<file path="src/rtl/calc_pkg.sv">
// Shared calculator definitions: keypad scanner state encoding, column reset
// pattern and the 4x4 key code table (Pmod KYPD layout).
package calc_pkg;

    typedef enum logic [1:0] {
        ST_SCAN     = 2'd0,
        ST_DEBOUNCE = 2'd1,
        ST_HELD     = 2'd2
    } scan_state_e;

    localparam logic [3:0] COL_RST = 4'b1110;

    // Indexed by {row, col}; entry 0 sits in the least-significant nibble.
    localparam logic [63:0] KEY_TABLE = {
        4'hD, 4'hE, 4'hF, 4'h0,
        4'hC, 4'h9, 4'h8, 4'h7,
        4'hB, 4'h6, 4'h5, 4'h4,
        4'hA, 4'h3, 4'h2, 4'h1
    };

    function automatic logic [3:0] key_code(input logic [1:0] row, input logic [1:0] col);
        return KEY_TABLE[{row, col, 2'b00} +: 4];
    endfunction

    function automatic logic [1:0] lowest_low_row(input logic [3:0] row);
        if (!row[0])      return 2'd0;
        else if (!row[1]) return 2'd1;
        else if (!row[2]) return 2'd2;
        else              return 2'd3;
    endfunction

    function automatic logic [1:0] col_index(input logic [3:0] col);
        case (col)
            4'b1110: return 2'd0;
            4'b1101: return 2'd1;
            4'b1011: return 2'd2;
            default: return 2'd3;
        endcase
    endfunction

endpackage

</file>
<file path="src/rtl/scan_tick_gen.sv">
// Free-running column dwell counter; tick is high on the last cycle of each
// 2^SCAN_DIV_W-cycle dwell.
module scan_tick_gen #(
    parameter int SCAN_DIV_W = 17
) (
    input  logic Clk,
    input  logic Reset,
    output logic tick
);

    logic [SCAN_DIV_W-1:0] cnt_q, cnt_d;

    always_comb begin
        cnt_d = cnt_q + {{(SCAN_DIV_W-1){1'b0}}, 1'b1};
    end

    always_ff @(posedge Clk) begin
        if (Reset) cnt_q <= '0;
        else       cnt_q <= cnt_d;
    end

    assign tick = &cnt_q;

endmodule

</file>
<file path="src/rtl/keypad_scanner.sv">
// 4x4 matrix keypad scanner with debounce, hex key code and valid strobe.
// Optional auto-repeat while held when KEYPAD_REPEAT_EN is defined. DEB_CNT >= 2.
module keypad_scanner
    import calc_pkg::*;
#(
    parameter int SCAN_DIV_W = 17,
    parameter int DEB_CNT    = 4
`ifdef KEYPAD_REPEAT_EN
    , parameter int REPEAT_TICKS = 256
`endif
) (
    input  logic       Clk,
    input  logic       Reset,
    input  logic [3:0] Row,
    output logic [3:0] Col,
    output logic [3:0] Key,
    output logic       KeyValid,
    output logic       KeyHeld
);

    localparam int DEB_W = $clog2(DEB_CNT + 1);
    localparam logic [DEB_W-1:0] DEB_LAST = DEB_W'(DEB_CNT - 1);
    localparam logic [DEB_W-1:0] DEB_ONE  = DEB_W'(1);

    logic              tick;
    scan_state_e       state_q, state_d;
    logic [3:0]        row_s1_q, row_s1_d, row_s2_q, row_s2_d;
    logic [3:0]        col_q, col_d, key_q, key_d;
    logic              key_valid_q, key_valid_d, key_held_q, key_held_d;
    logic [1:0]        cand_row_q, cand_row_d, cand_col_q, cand_col_d;
    logic [DEB_W-1:0]  deb_q, deb_d, rel_q, rel_d;
    logic              cand_low;

`ifdef KEYPAD_REPEAT_EN
    localparam int RPT_W = $clog2(REPEAT_TICKS + 1);
    logic [RPT_W-1:0]  rpt_q, rpt_d;
`endif

    scan_tick_gen #(.SCAN_DIV_W(SCAN_DIV_W)) u_tick (
        .Clk   (Clk),
        .Reset (Reset),
        .tick  (tick)
    );

    assign cand_low = ~row_s2_q[cand_row_q];

    always_comb begin
        // NOTE: every _d gets a default first so no path leaves it unassigned (no latches).
        state_d     = state_q;
        row_s1_d    = Row;
        row_s2_d    = row_s1_q;
        col_d       = col_q;
        key_d       = key_q;
        key_valid_d = 1'b0;
        key_held_d  = key_held_q;
        cand_row_d  = cand_row_q;
        cand_col_d  = cand_col_q;
        deb_d       = deb_q;
        rel_d       = rel_q;
`ifdef KEYPAD_REPEAT_EN
        rpt_d       = rpt_q;
`endif
        if (tick) begin
            case (state_q)
                ST_SCAN: begin
                    if (&row_s2_q) begin
                        col_d = {col_q[2:0], col_q[3]};
                    end else begin
                        cand_row_d = lowest_low_row(row_s2_q);
                        cand_col_d = col_index(col_q);
                        deb_d      = DEB_ONE;
                        state_d    = ST_DEBOUNCE;
                    end
                end
                ST_DEBOUNCE: begin
                    if (!cand_low) begin
                        deb_d   = '0;
                        col_d   = {col_q[2:0], col_q[3]};
                        state_d = ST_SCAN;
                    end else if (deb_q == DEB_LAST) begin
                        key_d       = key_code(cand_row_q, cand_col_q);
                        key_valid_d = 1'b1;
                        key_held_d  = 1'b1;
                        deb_d       = '0;
                        rel_d       = '0;
                        state_d     = ST_HELD;
                    end else begin
                        deb_d = deb_q + DEB_ONE;
                    end
                end
                ST_HELD: begin
                    if (cand_low) begin
                        rel_d = '0;
`ifdef KEYPAD_REPEAT_EN
                        if (rpt_q == RPT_W'(REPEAT_TICKS - 1)) begin
                            key_valid_d = 1'b1;
                            rpt_d       = '0;
                        end else begin
                            rpt_d = rpt_q + RPT_W'(1);
                        end
`endif
                    end else if (rel_q == DEB_LAST) begin
                        key_held_d = 1'b0;
                        rel_d      = '0;
                        col_d      = {col_q[2:0], col_q[3]};
                        state_d    = ST_SCAN;
`ifdef KEYPAD_REPEAT_EN
                        rpt_d      = '0;
`endif
                    end else begin
                        rel_d = rel_q + DEB_ONE;
                    end
                end
                default: state_d = ST_SCAN;
            endcase
        end
    end

    // NOTE: sequential state uses non-blocking assignments so all flops update together.
    always_ff @(posedge Clk) begin
        if (Reset) begin
            state_q     <= ST_SCAN;
            row_s1_q    <= 4'hF;
            row_s2_q    <= 4'hF;
            col_q       <= COL_RST;
            key_q       <= '0;
            key_valid_q <= 1'b0;
            key_held_q  <= 1'b0;
            cand_row_q  <= '0;
            cand_col_q  <= '0;
            deb_q       <= '0;
            rel_q       <= '0;
`ifdef KEYPAD_REPEAT_EN
            rpt_q       <= '0;
`endif
        end else begin
            state_q     <= state_d;
            row_s1_q    <= row_s1_d;
            row_s2_q    <= row_s2_d;
            col_q       <= col_d;
            key_q       <= key_d;
            key_valid_q <= key_valid_d;
            key_held_q  <= key_held_d;
            cand_row_q  <= cand_row_d;
            cand_col_q  <= cand_col_d;
            deb_q       <= deb_d;
            rel_q       <= rel_d;
`ifdef KEYPAD_REPEAT_EN
            rpt_q       <= rpt_d;
`endif
        end
    end

    assign Col      = col_q;
    assign Key      = key_q;
    assign KeyValid = key_valid_q;
    assign KeyHeld  = key_held_q;

endmodule

</file>
<file path="config.mk">
export PLATFORM = sky130hd
export DESIGN_NAME = keypad_scanner
export DESIGN_NICKNAME = d
export VERILOG_FILES = /design/src/rtl/calc_pkg.sv /design/src/rtl/scan_tick_gen.sv /design/src/rtl/keypad_scanner.sv
export SDC_FILE = /design/constraint.sdc
export NUM_CORES = 1
export LEC_CHECK = 0
export ABC_AREA = 0
export BUFFER_PORTS_ARGS = -buffer_cell sky130_fd_sc_hd__buf_2
export CORE_AREA = 8 8 88 130
export CTS_CLUSTER_DIAMETER = 200
export CTS_CLUSTER_SIZE = 10
export DETAILED_ROUTE_END_ITERATION = 8
export DIE_AREA = 0 0 96 138
export SLEW_MARGIN = 25
export SYNTH_ARGS = -nofsm -noshare
export SYNTH_HDL_FRONTEND = slang
export SYNTH_SLANG_ARGS = --single-unit
</file>
<file path="constraint.sdc">
create_clock -name Clk -period 2.66 [get_ports Clk]
set_input_delay 0.798 -clock Clk [delete_from_list [all_inputs] [get_ports Clk]]
set_output_delay 0.798 -clock Clk [all_outputs]
set_load 0.05 [all_outputs]
</file>
# Word level (Yosys, flattened, before mapping)
# Index checks and enable logic that the tools add are counted.
# totals
reg_bits	47
in_bits	6
out_inout_bits	10
# classes
add_sub_neg	3
order_cmp	1
n_eq_ne	15
n_shift	1
muxes	32
bitwise_logic	4
reduce_logical	14
# op_table
cell	n
64-bit by 7-bit indexed part select with 4-bit output, first input constant	1
22-bit AND reduction	2
20-bit AND reduction	2
19-bit AND reduction	2
3-bit 2-to-1 mux	7
21-bit AND reduction	1
17-bit by 1-bit adder with 17-bit output, second input constant	1
17-bit AND reduction	1
4-bit 2-to-1 mux	4
2-bit 2-to-1 mux	7
2-bit != test, second input constant	7
4-bit == test, second input constant	3
2-bit case mux with 3 select lines	2
3-bit case mux with 2 select lines	2
4-bit case mux with 3 select lines	1
1-bit 2-to-1 mux	7
3-bit by 1-bit adder with 3-bit output, second input constant	2
3-bit by 2-bit == test with 1-bit output, second input constant	2
1-bit inverter	4
4-bit AND reduction	1
2-bit nonzero test	2
4-bit OR reduction	1
2-bit by 3-bit < comparator with 1-bit output, second input constant	1
3-bit != test, second input constant	1
other kinds (6)	6

# Longest topological paths before layout
# Gate-level depths: netlist (run 1).
# depth
word_depth	4
mapped_depth	7
mapped_depth_nobuf	6

# By module
# From an unflattened synthesis (run 1), not the netlist that was laid out.
# unflattened
cells_unflattened	225
hier_area_um2	2130.8
# modules_own_cells
module	n_inst	cells_per_inst	area_per_inst_um2	seq_area_each_um2
keypad_scanner	1	146	1352.5	600.6
scan_tick_gen	1	79	778.2	340.3

# Worst setup path after synthesis (run 1)
# Ideal clock, no wire load.
# synth_path
path_type	register to register
start	register cand_row_q[0]
end	register key_q[0], in the netlist Key[0]
setup_ns	0.121
arrival_ns	1.828
required_ns	2.539
slack_ns	0.711
stages_incl_launch_ff	6
path_buffers	1
period_less_slack_ns	1.949
cell_sequence	dfxtp_1 -> buf_6 -> mux4_2 -> nor3b_4 -> and3_1 -> mux2_2
# synth_via
elab_chain_cells	4
# synth_rtl
item	line	source
start, declared	keypad_scanner.sv:30	logic [1:0] cand_row_q, cand_row_d, cand_col_q, cand_col_d;
start signal, assigned	keypad_scanner.sv:144	cand_row_q <= cand_row_d;
parallel branches: the longest is 4 deep, another holds 64-bit by 7-bit indexed part select with 4-bit output	n/a	
end signal, assigned	keypad_scanner.sv:141	key_q <= key_d;
end, declared	keypad_scanner.sv:28	logic [3:0] col_q, col_d, key_q, key_d;
# Several ways; the timed one is not identified. The select of a mux whose other input is x is not followed.
# A chain may end at the register's enable or synchronous reset.

# Worst setup path after layout (run 1)
# Ends and elaborated chain as after synthesis.

==> results of run 1 <==
-- how the worst min path moves through the flow --
stage / start / endpoint / slack [ns] / cells after the start
floorplan: row_s1_q[0]$_SDFF_PP1_ / row_s2_q[0]$_SDFF_PP1_ / 0.39 / 1
global placement: row_s1_q[1]$_SDFF_PP1_ / row_s2_q[1]$_SDFF_PP1_ / 0.40 / 1
detailed placement: row_s1_q[3]$_SDFF_PP1_ / row_s2_q[3]$_SDFF_PP1_ / 0.40 / 1
CTS: row_s1_q[3]$_SDFF_PP1_ / row_s2_q[3]$_SDFF_PP1_ / 0.42 / 1
global route: row_s1_q[3]$_SDFF_PP1_ / row_s2_q[3]$_SDFF_PP1_ / 0.42 / 1
finish: row_s1_q[0]$_SDFF_PP1_ / row_s2_q[0]$_SDFF_PP1_ / 0.41 / 1
-- synthesized netlist by cell type, drive strengths merged --
library cell / number
a311oi: 2
o211ai: 1
a31oi: 4
nand2b: 5
a41oi: 2
o32ai: 1
or4: 5
o21ai: 7
clkbuf: 5
and3: 3
ha: 7
nor2: 23
or4b: 1
mux2: 2
nor3b: 3
nand4: 4
xnor2: 8
nor2b: 7
a32oi: 1
a21oi: 10
or3: 7
a211oi: 6
mux4: 1
and4: 2
nor3: 7
a21bo: 1
o31ai: 4
o311a: 1
a21o: 1
or2: 9
buf: 4
o21a: 1
xor2: 6
dfxtp: 47
inv: 11
nand2: 10
mux2i: 7
nand3: 9
o211a: 1
nor4: 5
-- per-stage QoR --
step	hold WS [ns]	power (mW)	area (um2)	util, %
global route	0.4247	1.414	2572	27.01
finish	0.4127	1.357	2572	27.01
floorplan	0.3895	0.7684	2238	-
global placement	0.3973	0.7805	2435	25.56
CTS	0.4169	1.379	2572	27.01
detailed placement	0.4039	0.7819	2435	25.56
-- area by class of cell --
| type | count | area (um2) | share of cell area [%] |
|---|---|---|---|
| multi-input combinational | 174 | 1211 | 47.08 |
| sequential | 47 | 940.9 | 36.58 |
| tap | 115 | 143.9 | 5.593 |
| clock buffer | 7 | 132.6 | 5.156 |
| timing repair buffer | 18 | 97.59 | 3.794 |
| inverter | 11 | 41.29 | 1.605 |
| clock inverter | 1 | 5.005 | 0.1946 |
-- cell families (layout without fill, tap and decap cells) --
group / count (synthesis) / in the layout / synth area share, %
and+or+nand+nor: 100 / 100 / 25.82
DFF: 47 / 47 / 42.03
AOI/OAI and AO/OA: 43 / 43 / 13.75
buffers and inverters: 20 / 37 / 3.857
xor gates and xnor gates: 14 / 14 / 5.478
muxes: 10 / 10 / 5.143
adders and majority gates: 7 / 7 / 3.913
-- state kept, by name, indices dropped and copies added (netlist names) --
| signal | count |
|---|---|
| cand_col_q | 2 |
| row_s2_q | 4 |
| KeyHeld | 1 |
| Key | 4 |
| Col | 4 |
| row_s1_q | 4 |
| state_q | 2 |
| cand_row_q | 2 |
| rel_q | 3 |
| deb_q | 3 |
| u_tick.cnt_q | 17 |
| KeyValid | 1 |
-- metal layers --
metal / global-route usage (%) / vias up / part of all wire (%)
met1: 7.633 / 821 / 42
met5: 0 / - / 0
met2: 12.46 / 31 / 51
met3: 2.276 / 4 / 5.5
met4: 4.557 / 0 / 1.5
li1: - / 895 / -
-- where the power goes --
| part | total [mW] | switching, mW | internal [mW] |
|---|---|---|---|
| sequential | 0.721 | 0.00760 | 0.713 |
| clock | 0.591 | 0.244 | 0.347 |
| combinational | 0.0449 | 0.0274 | 0.0176 |
| total | 1.36 | 0.279 | 1.08 |
-- cell usage in the layout (no fill, tap or decap), drive strengths merged, types with 8 or more instances in the layout --
cell type and instances:
a21oi 10, buf 18, dfxtp 47, inv 11
nand2 10, nand3 9, nor2 23, or2 9
xnor2 8
==> impl_metrics.env, run 1 <==
export IMPL_synthTopCellsByArea="dfxtp_1 42%, ha_1 3.9%, nor2_1 3.9%"
export IMPL_start_util_pct=23.50
export IMPL_antenna_found_initial=0
export IMPL_yosysSeqAreaShare_pct=42.03
export IMPL_post_cts_resized=0
export IMPL_status="finished clean"
export IMPL_crit_end="Key[0]$_SDFFE_PP0P_"
export IMPL_ant_nets=0
export IMPL_reg2reg_to="Key[0]$_SDFFE_PP0P_"
export IMPL_cts_tree="built"
export IMPL_path_depth=4
export IMPL_critPathTopFamily="multiplexers"
export IMPL_n_antenna_cell=0
export IMPL_avgSynthCellArea_um2=9.288
export IMPL_io_buffers=15
export IMPL_max_clock_freq_mhz=457.7
export IMPL_period_share_pct=82.14
export IMPL_fp_dieW_um=96
export IMPL_rsz0062_at_grt="no"
export IMPL_root_buffer="clkbuf_16"
export IMPL_regToRegStartpoint="cand_row_q[0]$_SDFFE_PP0P_"
export IMPL_setup_violations=0
export IMPL_arrival_ns=2.36
export IMPL_worstSetupStartpoint="cand_row_q[0]$_SDFFE_PP0P_"
export IMPL_fin_skew_ns=0.008027
export IMPL_wl_per_cell_um=12.47
export IMPL_post_cts_buffers=0
export IMPL_area_growth_syn_to_layout_pct=14.92
export IMPL_path_clk_slew_ns=0.06
export IMPL_hold_class="reg -> reg"
export IMPL_hpwl_mm=3.464
export IMPL_ys_types=47
export IMPL_vias=1751
export IMPL_crit_type="reg -> reg"
export IMPL_crit_chain="mux4_2, nor3b_4, and3_1, mux2_2"
export IMPL_ys_seq_elements=47
export IMPL_die_y_um=138
export IMPL_relSlewSlack_pct=63.43
export IMPL_yosysWarnings=0
export IMPL_slowest_stage="mux4_2"
export IMPL_critical_path_max_stage_delay_ns=0.66
export IMPL_setup_worst_path_start_class="flop"
export IMPL_drc=0
export IMPL_ctsHoldBuffers=0
export IMPL_hold_viol=0
export IMPL_crit_fanout=9
export IMPL_setup_slack_ns=0.4752
export IMPL_routabilityCongestion=0.7984
export IMPL_dp_cells=365
export IMPL_rrSetupSlack_ns=0.48
export IMPL_fin_nets=270
export IMPL_clock_sinks=47
export IMPL_track_usage_pct=7.405
export IMPL_powerDensity_nw_per_um2=527.6
export IMPL_rows=44
export IMPL_worstPathRequired_ns=2.83
export IMPL_drv_cap=0
export IMPL_die_area_um2=13250
export IMPL_coreArea_um2=9524
export IMPL_grt_max_degree=32
export IMPL_post_place_ws_ns=0.4865
export IMPL_pin_count=16
export IMPL_insertion_delay_ns=0.28
export IMPL_overflow=0
export IMPL_r2r_cells=4
export IMPL_htreeDepth=2
export IMPL_synth_top_area_share_pct=42.03
export IMPL_grt_pass1_wl_mm=7.928
export IMPL_worstSetupEndpointType="flop"
export IMPL_first_global_vias=1765
export IMPL_irDropWorstVdd_uv=224.7
export IMPL_worst_pin_slew_ns=0.5466
export IMPL_min_period_ns=2.185
export IMPL_crit_buf_inv=0
export IMPL_p_leak_nw=0.9405
export IMPL_clk_path_buf_depth=2
export IMPL_synth_cell_area_um2=2238
export IMPL_drt_iter0_drc=51
export IMPL_vias_per_cell=4.694
export IMPL_dr_pass1_iters=4
export IMPL_syn_num_nets=254
export IMPL_final_cells=373
export IMPL_routed_wl_mm=4.653
export IMPL_finalMaxSlewViolations=0
export IMPL_synthCells=241
export IMPL_numCtsBuffers=5
export IMPL_tns_ns=0
export IMPL_layout_drive_gt1_share_pct=17.44
export IMPL_fillers=1019
export IMPL_yosysTopAreaCell="dfxtp_1"
Note: power is estimated with default switching activity, not from simulation.
==> inputs of run 2 (changes only) <==
==> constraint.sdc (replaced) <==
create_clock -name Clk -period 1.8 [get_ports Clk]
set_input_delay 0.54 -clock Clk [delete_from_list [all_inputs] [get_ports Clk]]
set_output_delay 0.54 -clock Clk [all_outputs]
set_load 0.05 [all_outputs]
==> impl_metrics.env, run 2 (same netlist as run 1, synthesis figures left out) <==
export IMPL_worstPathRequired_ns=1.98
export IMPL_arrival_ns=2.02
export IMPL_setup_worst_path_start_class="flop"
export IMPL_max_clock_freq_mhz=543.4
export IMPL_vias_per_cell=4.603
export IMPL_crit_fanout=7
export IMPL_dr_pass1_iters=4
export IMPL_setup_violations=10
export IMPL_rsz0062_at_grt="yes"
export IMPL_grt_pass1_wl_mm=8.535
export IMPL_antenna_found_initial=0
export IMPL_hpwl_mm=3.789
export IMPL_largest_register="u_tick.cnt_q"
export IMPL_p_clk_share_pct=42.8
export IMPL_fillers=968
export IMPL_power_internal_mw=1.618
export IMPL_whs_path_depth=1
export IMPL_grt_most_used_layer="met2"
export IMPL_worstSetupEndpointType="flop"
export IMPL_setup_slack_ns=-0.04012
export IMPL_die_area_um2=13250
export IMPL_io_buffers=15
export IMPL_r2r_cells=7
export IMPL_layout_drive_gt1_share_pct=41.25
export IMPL_design_area_um2=3171
export IMPL_routabilityCongestion=0.7946
export IMPL_period_share_pct=102.2
export IMPL_fin_skew_ns=0.003989
export IMPL_clock_sinks=47
export IMPL_worst_pin_slew_ns=0.4339
export IMPL_layout_common_cells="43 x buf_4, 37 x dfxtp_1, 22 x nor2_1"
export IMPL_violations="setup timing"
export IMPL_final_common_cell="buf_4"
export IMPL_start_util_pct=23.50
export IMPL_overflow=0
export IMPL_finalMaxSlewViolations=0
export IMPL_use_met3_pct=2.168
export IMPL_numCtsBuffers=5
export IMPL_p_leak_nw=1.197
export IMPL_p_comb_share_pct=5.3
export IMPL_power_switching_mw=0.4356
export IMPL_reg2reg_to="u_tick.cnt_q[16]$_SDFF_PP0_"
export IMPL_min_from="row_s1_q[3]$_SDFF_PP1_"
export IMPL_routed_wl_mm=5.090
export IMPL_fin_nets=315
export IMPL_htreeDepth=2
export IMPL_ant_nets=0
export IMPL_pin_count=16
export IMPL_fp_dieW_um=96
export IMPL_hold_end="row_s2_q[3]$_SDFF_PP1_"
export IMPL_cts_tree="built"
export IMPL_min_period_ns=1.840
export IMPL_relSlewSlack_pct=70.90
export IMPL_root_buffer="clkbuf_16"
export IMPL_grt_max_degree=23
export IMPL_clk_path_buf_depth=2
export IMPL_area_growth_syn_to_layout_pct=41.64
export IMPL_coreArea_um2=9524
export IMPL_insertion_delay_ns=0.29
export IMPL_wl_per_cell_um=12.18
export IMPL_switching_share_pct=21.22
export IMPL_hold_viol=0
export IMPL_first_global_vias=1952
export IMPL_drt_iter0_drc=44
export IMPL_use_met2_pct=13.72
export IMPL_powerDensity_nw_per_um2=647.6
export IMPL_grtUsageMet1_pct=8.239
export IMPL_crit_type="reg -> reg"
export IMPL_regToRegStartpoint="u_tick.cnt_q[0]$_SDFF_PP0_"
export IMPL_die_y_um=138
export IMPL_rows=44
export IMPL_status="finished, violations left"
export IMPL_vias=1924
export IMPL_rrSetupSlack_ns=-0.04
export IMPL_drc=0
export IMPL_ctsHoldBuffers=0
export IMPL_post_place_ws_ns=-0.05011
export IMPL_track_usage_pct=7.914
export IMPL_irDropWorstVdd_uv=341.5
export IMPL_pwr_share_seq_pct=51.9
export IMPL_path_clk_slew_ns=0.06
export IMPL_largest_register_ffs=17
export IMPL_drv_cap=0
export IMPL_placed_area_um2=2694
export IMPL_hold_class="reg -> reg"
export IMPL_n_antenna_cell=0
-- run 2: what timing repair did --
item                       CTS  global route
setup endpoints to repair   10            22
setup buffers                3            10
pin swaps                   10            17
resized for setup           17            30
cloned                       0             0
-- run 2: final cells by class --
| type | instances | area [um2] | area share, % |
|---|---|---|---|
| repair buffers | 63 | 466.7 | 14.72 |
| multi-input cells | 174 | 1425 | 44.95 |
| flip-flops and latches | 47 | 955.9 | 30.15 |
| clock buffers | 7 | 132.6 | 4.183 |
| inverters | 11 | 41.29 | 1.302 |
| well taps | 115 | 143.9 | 4.538 |
| clock inverters | 1 | 5.005 | 0.1579 |
-- run 2: worst max-delay path by stage --
stage,end,from
after floorplan,Key[0]$_SDFFE_PP0P_,cand_row_q[0]$_SDFFE_PP0P_
after global placement,cand_row_q[0]$_SDFFE_PP0P_,u_tick.cnt_q[0]$_SDFF_PP0_
after detailed placement,cand_row_q[0]$_SDFFE_PP0P_,u_tick.cnt_q[0]$_SDFF_PP0_
after CTS,u_tick.cnt_q[16]$_SDFF_PP0_,u_tick.cnt_q[0]$_SDFF_PP0_
after global routing,Col[1]$_SDFFE_PP1P_,u_tick.cnt_q[7]$_SDFF_PP0_
final,u_tick.cnt_q[16]$_SDFF_PP0_,u_tick.cnt_q[0]$_SDFF_PP0_
-- run 2: metal layers --
metal	routed length [um]	up-vias
met3	181	7
met5	0	-
met1	2103	908
met2	2714	24
met4	90	0
li1	-	985
-- run 2: power by group through the flow --
| stage | Combinational (mW) | Sequential (mW) | Clock [mW] |
|---|---|---|---|
| after global placement | 0.0886 | 1.09 | 0 |
| after CTS | 0.100 | 1.06 | 0.908 |
| after floorplan | 0.0510 | 1.09 | 0 |
| after detailed placement | 0.0898 | 1.09 | 0 |
| after global routing | 0.120 | 1.07 | 0.955 |
| final | 0.109 | 1.06 | 0.880 |
-- run 2: critical path, stage by stage (launching register included) --
cell and delay, ns:
dfxtp_4 0.36, ha_4 0.14, nand3_2 0.08, or4_4 0.58
buf_6 0.15, nor2_4 0.10, ha_4 0.21, nor2b_4 0.11
-- run 2: through the flow --
stage	setup TNS, ns	hold slack [ns]	utilization (%)	instances	power (mW)
after floorplan	-0.1992	0.3895	-	241	1.137
after global placement	-0.01393	0.3945	28.28	397	1.174
after detailed placement	-0.2392	0.3936	28.28	397	1.176
after CTS	-0.1787	0.4073	30.92	408	2.073
after global routing	-1.176	0.4188	33.29	418	2.141
final	-0.2441	0.4064	33.29	418	2.053
